==> src/rtl/adt7301_reader.sv <==
// adt7301_reader: round-robin SPI read master for the ADT7301 board thermometers.
module adt7301_reader #(
    parameter int N_SENS      = 3,
    parameter int SCLK_HALF   = 4,
    parameter int POLL_PERIOD = 40000000
) (
    input  logic                    dtc_clk,
    input  logic                    rst,
    input  logic                    enable,
    input  logic                    read_req,
    output logic [N_SENS-1:0]       adt_cs_b,
    output logic                    adt_sclk,
    output logic                    adt_din,
    input  logic                    adt_dout,
    output logic [N_SENS-1:0][13:0] temp,
    output logic [N_SENS-1:0]       temp_vld,
    output logic [N_SENS-1:0]       temp_err,
    output logic                    upd,
    output logic [1:0]              upd_idx,
    output logic                    busy
);
    localparam int CW = $clog2(2 * SCLK_HALF);
    localparam int TW = $clog2(POLL_PERIOD + 1);
    localparam logic [CW-1:0] HALF     = CW'(SCLK_HALF);
    localparam logic [CW-1:0] HALF_END = CW'(SCLK_HALF - 1);
    localparam logic [CW-1:0] FULL_END = CW'(2 * SCLK_HALF - 1);
    localparam logic [TW-1:0] POLL_END = TW'(POLL_PERIOD - 1);
    localparam logic [1:0]    LAST     = 2'(N_SENS - 1);
    typedef enum logic [2:0] {IDLE, SETUP, SHIFT, HOLD, GAP} state_t;
    state_t          state, state_nx;
    logic [CW-1:0]   cnt;
    logic [3:0]      bit_cnt;
    logic [1:0]      idx;
    logic [TW-1:0]   timer;
    logic            pend;
    logic [1:0]      sync;
    logic [15:0]     word;
    logic            half_end, full_end, cs_on;
    always_comb begin
        state_nx = state;
        half_end = cnt == HALF_END;
        full_end = cnt == FULL_END;
        case (state)
            IDLE:    state_nx = (pend || read_req || (enable && timer == POLL_END)) ? SETUP : IDLE;
            SETUP:   state_nx = half_end ? SHIFT : SETUP;
            SHIFT:   state_nx = (full_end && &bit_cnt) ? HOLD : SHIFT;
            HOLD:    state_nx = full_end ? GAP : HOLD;
            GAP:     state_nx = half_end ? (idx == LAST ? IDLE : SETUP) : GAP;
            default: state_nx = IDLE;
        endcase
        // HOLD is two half-periods: CS low for the first, released for the second
        cs_on    = state == SETUP || state == SHIFT || (state == HOLD && cnt < HALF);
        adt_cs_b = ~(N_SENS'(cs_on) << idx);
        adt_sclk = !(state == SHIFT && cnt < HALF);
    end
    assign adt_din = 1'b0;
    assign busy    = state != IDLE;
    always_ff @(posedge dtc_clk) begin
        if (rst) begin
            state    <= IDLE;
            cnt      <= '0;
            bit_cnt  <= '0;
            idx      <= '0;
            timer    <= '0;
            pend     <= 1'b0;
            sync     <= '0;
            word     <= '0;
            temp     <= '0;
            temp_vld <= '0;
            temp_err <= '0;
            upd      <= 1'b0;
            upd_idx  <= '0;
        end else begin
            state <= state_nx;
            cnt   <= (state == IDLE || state_nx != state || (state == SHIFT && full_end)) ? '0 : cnt + CW'(1);
            sync  <= {sync[0], adt_dout};
            timer <= (state != IDLE || state_nx != IDLE) ? '0 : enable ? timer + TW'(1) : timer;
            pend  <= busy ? (pend || read_req) : 1'b0;
            upd   <= 1'b0;
            if (state == SHIFT && full_end) begin
                word    <= {word[14:0], sync[1]};
                bit_cnt <= bit_cnt + 4'd1;
            end
            if (state == GAP && half_end)
                idx <= idx == LAST ? '0 : idx + 2'd1;
            // results land together with upd on the first GAP cycle
            if (state == HOLD && full_end) begin
                upd     <= 1'b1;
                upd_idx <= idx;
                for (int s = 0; s < N_SENS; s++) begin
                    if (idx == 2'(s)) begin
                        temp_err[s] <= |word[15:14];
                        if (word[15:14] == 2'b00) begin
                            temp[s]     <= word[13:0];
                            temp_vld[s] <= 1'b1;
                        end
                    end
                end
            end
        end
    end
endmodule

==> config.mk <==
export PLATFORM = sky130hd
export DESIGN_NAME = adt7301_reader
export DESIGN_NICKNAME = d
export VERILOG_FILES = /design/src/rtl/adt7301_reader.sv
export SDC_FILE = /design/constraint.sdc
export NUM_CORES = 1
export LEC_CHECK = 0
export CORE_MARGIN = 3
export CORE_UTILIZATION = 30
export DETAILED_ROUTE_END_ITERATION = 10
export PLACE_DENSITY = 0.46
export SLEW_MARGIN = 20
export SYNTH_ARGS = -nofsm -noshare
export SYNTH_HDL_FRONTEND = slang
export SYNTH_SLANG_ARGS = --single-unit
export TNS_END_PERCENT = 5
==> constraint.sdc <==
create_clock -name dtc_clk -period 5.9 [get_ports dtc_clk]
set_input_delay 1.77 -clock dtc_clk [delete_from_list [all_inputs] [get_ports dtc_clk]]
set_output_delay 1.77 -clock dtc_clk [all_outputs]
set_load 0.05 [all_outputs]
==> results.md, run 1 <==
* Slew Viols, Final at 0
* Clock Skews at 6.53 ps
* Min setup slack post-route at just under 2000 ps
* Setup slack, reg-to-reg at ~3400 ps
* Part of the power in combinational logic at 2.9%
* RSZ-0062 raised after global routing: no
* Post-synth EDFFs at 0
* GR Overflow Total at 0
* Vias per std cell at 4.87
* Power share of the clock group at 42.7%
* Max clock buf depth at 2
* Vias at between 3,000 and 4,000
* Max cap viols at 0
* Syn_nets at 485
* Initial DRC count at 218
* CTS Hold Buffers Added at 0
* Largest stage delay, worst path at between 700 and 800 ps
* Total GRT Usage at 13.0%
* Skew-Pair Late Insertion Delay at 350 ps
* Sink Count at ~110
* I/O Buffers at 60
* Final Hold Fails at 0
* Residual DRC at 0
* Commonest non-fill, non-tap cell in the layout: dfxtp_1
* Crit-path max FO at 11
* Normalized max-slew margin at 43.5%
* CTS H-tree lvls at 3
* Commonest non-fill, non-tap cells in the layout: dfxtp_1 (108), clkdlybuf4s50_1 (59), nor2_1 (58), nand2_1 (50), mux2i_1 (45)
* Cts bufs inserted at 9
* Crit. path cell count at 4
* Async SR Flop Fraction at 0%
* Slowest CP cell: clkdlybuf4s50_1
* Worst slew pin tran at between 800 and 900 ps
* Synth Area per Inst at roughly 9 um2
* CTS tree: done
* Vias in the first global route at 3,271
* Synth-to-Final Area Change at 24.3%
* CP required at 4130 ps
* Hold Crit Class: reg -> reg
* Worst r2r path cells at 6
* Initial Util at roughly 31%
* Worst r2r dst: timer[22]$_SDFFE_PP0P_
* Critical path arrival at ~2200 ps
* Largest net degree at the start of global routing at 77
* Synthesized cell area at 4370 um2
* Switching part of the total at 22.7%
* Synth Warn # at 0
* Worst Setup End Kind: output port
* Distinct cells, synth at 47
* Critical path, cell by cell: nor2_1 > nor3_1 > nand2_1 > clkdlybuf4s50_1
* Core footprint at 14,000 um2
* Setup_tns at 0 ps
* Cells after Synth at 475
* Antenna Cells at 0
* CP Class: reg -> out
* CP delay by family, top: buffers and inverters
* Die X at 127 um
* Num rows at 43
* Post-DP HPWL at about 6900 um
* Hold path cells at 1
* Fin crit share at 66.6%
* I/O pin count at 62
* Share of layout cells above drive strength 1 at 6.24%
* Int Power at 1040 uW
* Peak VDD IR at 0.000132 V
* Post-CTS Resized at 0
* WL final at 10,400 um
* Pleak at 0.00213 uW
* Drt pass-1 iters at 4
* Post-DR wirelength/cell at about 15 um
* Remaining antenna violation count at 0
* # Post-CTS Setup Buffers at 0
* Setup violators final at 0
* CP endpoint: adt_cs_b[0]
* Reported net switching power at 307 uW
* Pre-CTS WS at 1650 ps
* Crit. Startpoint: state[0]$_SDFF_PP0_
* Startpoint types: flop
* Min cycle time layout at 3930 ps
* Outcome: complete, no violations
* Worst path bufs/invs at 1
* Final GP Congestion at roughly 0.75
* Clock root buffer: clkbuf_16
* FMAX at 254 MHz
* Die ar. at 16,000 um2
* Sequential Power Share at 54.4%
* RR Startpoint: timer[1]$_SDFFE_PP0P_
* Pwr dens at 249 nW/um2
* Post-synthesis register bit count at 108
* First-pass GRT wire length at 16,800 um
* Clock slew seen by the registers of the worst setup and hold paths at roughly 70 ps
* Sequential share of the synthesized area at between 40% and 50%
* Top_reg_cell synth: dfxtp_1
* Initial antenna violation count at 0
* Final net count at 534
* Die height at 127 um
## cell type report
cell class | count | area [um2]
flip-flops and latches | 108 | 2160
inverters | 12 | 45.0
multi-input cells | 329 | 2080
clock inverters | 4 | 33.8
repair buffers | 64 | 629
clock buffers | 12 | 246
fillers | 1408 | 8620
well taps | 180 | 225
## logic make-up (layout without fill, tap and decap cells)
logic type	Yosys count	in the layout	synth area share [%]
other cells	1	1	0.0859
mux	45	45	10.3
simple gates	204	204	23.9
compound gates	62	62	8.80
buf+inv	38	92	3.55
flops	108	108	49.5
xor+xnor	12	12	2.41
fa+ha+maj	5	5	1.43
## power groups by stage
stage	Clock [uW]	Combinational (uW)	Sequential (uW)
CTS	602	39.6	734
floorplan	0	29.7	749
finish	577	39.2	734
global route	622	43.2	735
detailed placement	0	39.5	751
global placement	0	39.1	751
## sequential cells by signal, summed over array words and instances (netlist names), 2 cells and up
| signal | count |
|---|---|
| temp_vld | 3 |
| sync | 2 |
| idx | 2 |
| timer | 26 |
| upd_idx | 2 |
| cnt | 3 |
| word | 16 |
| state | 3 |
| temp_err | 3 |
| bit_cnt | 4 |
| temp | 42 |
## cells in the mapped netlist, drive strengths merged (2+ instances only)
cell type    n  area, um2
mux2i       45        450
nand2       50        188
or4          8       68.8
o21ai        8       40.0
nor3        15       75.1
xnor2        5       43.8
nand4       11       90.1
nor2        58        218
buf          7       37.5
or3          9       58.8
o211ai       2       15.0
nand3b       2       15.0
nor4         5       31.3
and2         2       12.5
and4b        2       20.0
ha           5       62.6
nor2b        8       50.1
inv         12       45.0
a211oi      13       97.6
a21oi       26        130
and4         4       35.0
o21a         3       22.5
and3         4       26.3
dfxtp      108       2160
clkbuf      19       72.6
xor2         7       61.3
nand3       20        100
nor4b        2       17.5
o31ai        5       37.5
## worst min-delay path by stage
stage	start	end	slack, ps
after floorplan	cnt[0]$_SDFF_PP0_	cnt[0]$_SDFF_PP0_	400
after global placement	cnt[0]$_SDFF_PP0_	cnt[0]$_SDFF_PP0_	410
after detailed placement	cnt[0]$_SDFF_PP0_	cnt[0]$_SDFF_PP0_	410
after CTS	cnt[0]$_SDFF_PP0_	cnt[0]$_SDFF_PP0_	420
after global routing	cnt[0]$_SDFF_PP0_	cnt[0]$_SDFF_PP0_	450
final	cnt[0]$_SDFF_PP0_	cnt[0]$_SDFF_PP0_	420
## stage by stage
stage | cells | power [uW] | area [um2] | util (%) | hold WS [ps]
floorplan | 475 | 779 | 4370 | - | 399
global placement | 692 | 790 | 5120 | 36.5 | 409
detailed placement | 692 | 791 | 5120 | 36.5 | 413
CTS | 708 | 1380 | 5400 | 38.5 | 423
global route | 709 | 1400 | 5430 | 38.6 | 449
finish | 709 | 1350 | 5430 | 38.6 | 421
## per-layer routing
layer  GRT usage (%)  up-vias  wire length, um  part of all wire, %
met1            18.1     1603             5320                   51
met5               0        -                0                    0
li1                -     1772                -                    -
met2            19.7       69             4520                   44
met4            5.30        0              181                  1.7
met3            2.48       12              351                  3.4
Power figures use the tool's default switching activity.
==> run 2, diff against run 1 <==
PLACE_DENSITY = 0.48   (was 0.46)
clock period = 3.6 ns   (was 5.9 ns; I/O delays follow)
==> run 2 against run 1 <==
Worst setup slack got worse by 1600 ps. Register-to-register slack worse by 2100 ps. Sequential cell count stayed put. Sequential share of layout area is 0.34 points lower. Total power is 70% higher. Final cell count rose by 0.71%. Largest power group unchanged. Critical endpoint unchanged.
==> results.md, run 2 (synthesis results as in run 1) <==
* Largest registers: temp: 42 flops, timer: 26 flops, word: 16 flops (unchanged)
* Synth-to-Final Area Change at 25.4% (was 24.3%)
* Sink Count at 108 (unchanged)
* CP required at 2520 ps (was 4130 ps)
* Initial DRC count at 196 (was 218)
* GR Overflow Total at 0 (unchanged)
* Initial antenna violation count at 0 (unchanged)
* Skew-Pair Late Insertion Delay at 350 ps (about the same)
* Fin crit share at between 90% and 100%
* Setup_tns at 0 ps (unchanged)
* Int Power at 1770 uW (was 1040 uW)
* Drt pass-1 iters at 4 (unchanged)
* Core footprint at 14,000 um2 (unchanged)
* Placed instance count at 698 (was 692)
* Outcome: complete, no violations (unchanged)
* Power share of the clock group at 44.9% (was 42.7%)
* Hold Crit Class: reg -> reg (unchanged)
* Cts bufs inserted at 9 (unchanged)
* CTS Hold Buffers Added at 0 (unchanged)
* Die height at 127 um (unchanged)
* Largest net degree at the start of global routing at 77 (unchanged)
* Clock root buffer: clkbuf_16 (unchanged)
* # fillers at 1,379 (was 1,408)
* Fin cells at 714 (was 709)
* Worst slew pin tran at 811 ps (was 840 ps)
* Commonest non-fill, non-tap cells in the layout: dfxtp_1 (108), clkdlybuf4s50_1 (59), nor2_1 (58), nand2_1 (50), mux2i_1 (45) (unchanged)
* Die ar. at 16,000 um2 (unchanged)
* First-pass GRT wire length at 16,800 um (about the same)
* WL final at 10,200 um (was 10,400 um)
* FMAX at between 300 and 400 MHz
* RSZ-0062 raised after global routing: no (unchanged)
* Switching part of the total at 23.1% (was 22.7%)
* Vias at 3,472 (was 3,456)
* Antenna Cells at 0 (unchanged)
* CTS tree: done (unchanged)
* Reported net switching power at 531 uW (was 307 uW)
* Vias per std cell at 4.86 (was 4.87)
* Crit-path max FO at 11 (unchanged)
* Critical path arrival at 2170 ps (was 2160 ps)
* Sequential Power Share at 52.3% (was 54.4%)
* Pleak at 0.00217 uW (was 0.00213 uW)
* Share of layout cells above drive strength 1 at 6.93% (was 6.24%)
* Startpoint types: flop (unchanged)
* Pwr dens at 420 nW/um2 (was 249 nW/um2)
* Worst Setup End Kind: output port (unchanged)
* Clock Skews at 9.61 ps (was 6.53 ps)
* Area post-placement at 5160 um2 (was 5120 um2)
* CTS H-tree lvls at 3 (unchanged)
* Worst r2r path cells at 5 (was 6)
* Final Hold Fails at 0 (unchanged)
* Final GP Congestion at 0.815 (was 0.750)
* I/O Buffers at 60 (unchanged)
* Max clock buf depth at 2 (unchanged)
* Part of the power in combinational logic at 2.8% (was 2.9%)
* Remaining antenna violation count at 0 (unchanged)
* Initial Util at 31.1% (unchanged)
* Final instance area at 5470 um2 (was 5430 um2)
* I/O pin count at 62 (unchanged)
* Residual DRC at 0 (unchanged)
* Post-DP HPWL at 6760 um (was 6870 um)
* Commonest non-fill, non-tap cell in the layout: dfxtp_1 (unchanged)
* CP Class: reg -> out (unchanged)
* Setup violators final at 0 (unchanged)
* Peak VDD IR at 0.000222 V (was 0.000132 V)
* Num rows at 43 (unchanged)
* Post-CTS Resized at 0 (unchanged)
* Vias in the first global route at 3,210 (was 3,271)
* Max reg flops at 42 (unchanged)
* Biggest register: temp (unchanged)
* Hold path cells at 1 (unchanged)
* Final net count at 539 (was 534)
* Clock slew seen by the registers of the worst setup and hold paths at 70 ps (about the same)
* # Post-CTS Setup Buffers at 0 (unchanged)
* Slew Viols, Final at 0 (unchanged)
* Post-DR wirelength/cell at 14.3 um (was 14.6 um)
* Total GRT Usage at 13.1% (was 13.0%)
* Die X at 127 um (unchanged)
* Sequential standard cell area at 2160 um2 (unchanged)
* Multi-input logic area at 2070 um2 (was 2080 um2)
* Normalized max-slew margin at 45.9% (was 43.5%)
* Max cap viols at 0 (unchanged)
* Min cycle time layout at 3250 ps
[run 2: cell types whose count changed in the layout (fill, tap and decap cells not counted), sizes merged]
cell	previous run	this run
clkbuf	12	9
clkinv	2	1
bufinv	0	1
buf	5	10
inv	13	16
[run 2: stage by stage]
step	hold slack (ps)	util, %	worst slack, ps	power (uW)
6_report	428	39.0	354	2300
5_1_grt	446	39.0	203	2400
4_1_cts	433	39.0	337	2340
3_5_place_dp	422	36.8	439	1300
3_3_place_gp	408	36.8	433	1300
2_1_floorplan	399	-	935	1280
[run 2: area by class of cell]
class	count	share of cell area, %
Clock inverter	7	1.51
Timing Repair Buffer	69	12.1
Multi-Input combinational cell	329	37.8
Clock buffer	9	4.12
Tap cell	180	4.12
Sequential cell	108	39.5
Inverter	12	0.823
[run 2: critical path, stage by stage, from the launching register on]
cell and delay [ps]:
dfxtp_1 420, and3_1 220, nor3_1 340, nand2_1 100, clkdlybuf4s50_1 730
[run 2: worst paths after layout]
| check | startpoint | slack, ps | to |
|---|---|---|---|
| worst max-delay path | state[0]$_SDFF_PP0_ | 350 | adt_cs_b[0] |
| worst min-delay path | cnt[0]$_SDFF_PP0_ | 430 | cnt[0]$_SDFF_PP0_ |
| worst max register to register | timer[0]$_SDFFE_PP0P_ | 1320 | timer[22]$_SDFFE_PP0P_ |
| worst min register to register | cnt[0]$_SDFF_PP0_ | 430 | cnt[0]$_SDFF_PP0_ |
[run 2: power by group through the flow]
stage / sequential, uW / combinational, uW / clock [uW]
floorplan: 1230 / 48.6 / 0
global placement: 1230 / 64.8 / 0
detailed placement: 1230 / 65.0 / 0
CTS: 1200 / 65.5 / 1070
global route: 1200 / 71.3 / 1120
finish: 1200 / 65.1 / 1030
[run 2: layer usage]
metal	share of wire, %	global-route usage, %	wire (um)	vias to the layer above
met4	1.4	4.16	140	0
met5	0	0	0	-
met2	42	19.4	4330	69
li1	-	-	-	1779
met1	52	18.3	5320	1613
met3	4.3	3.71	445	11
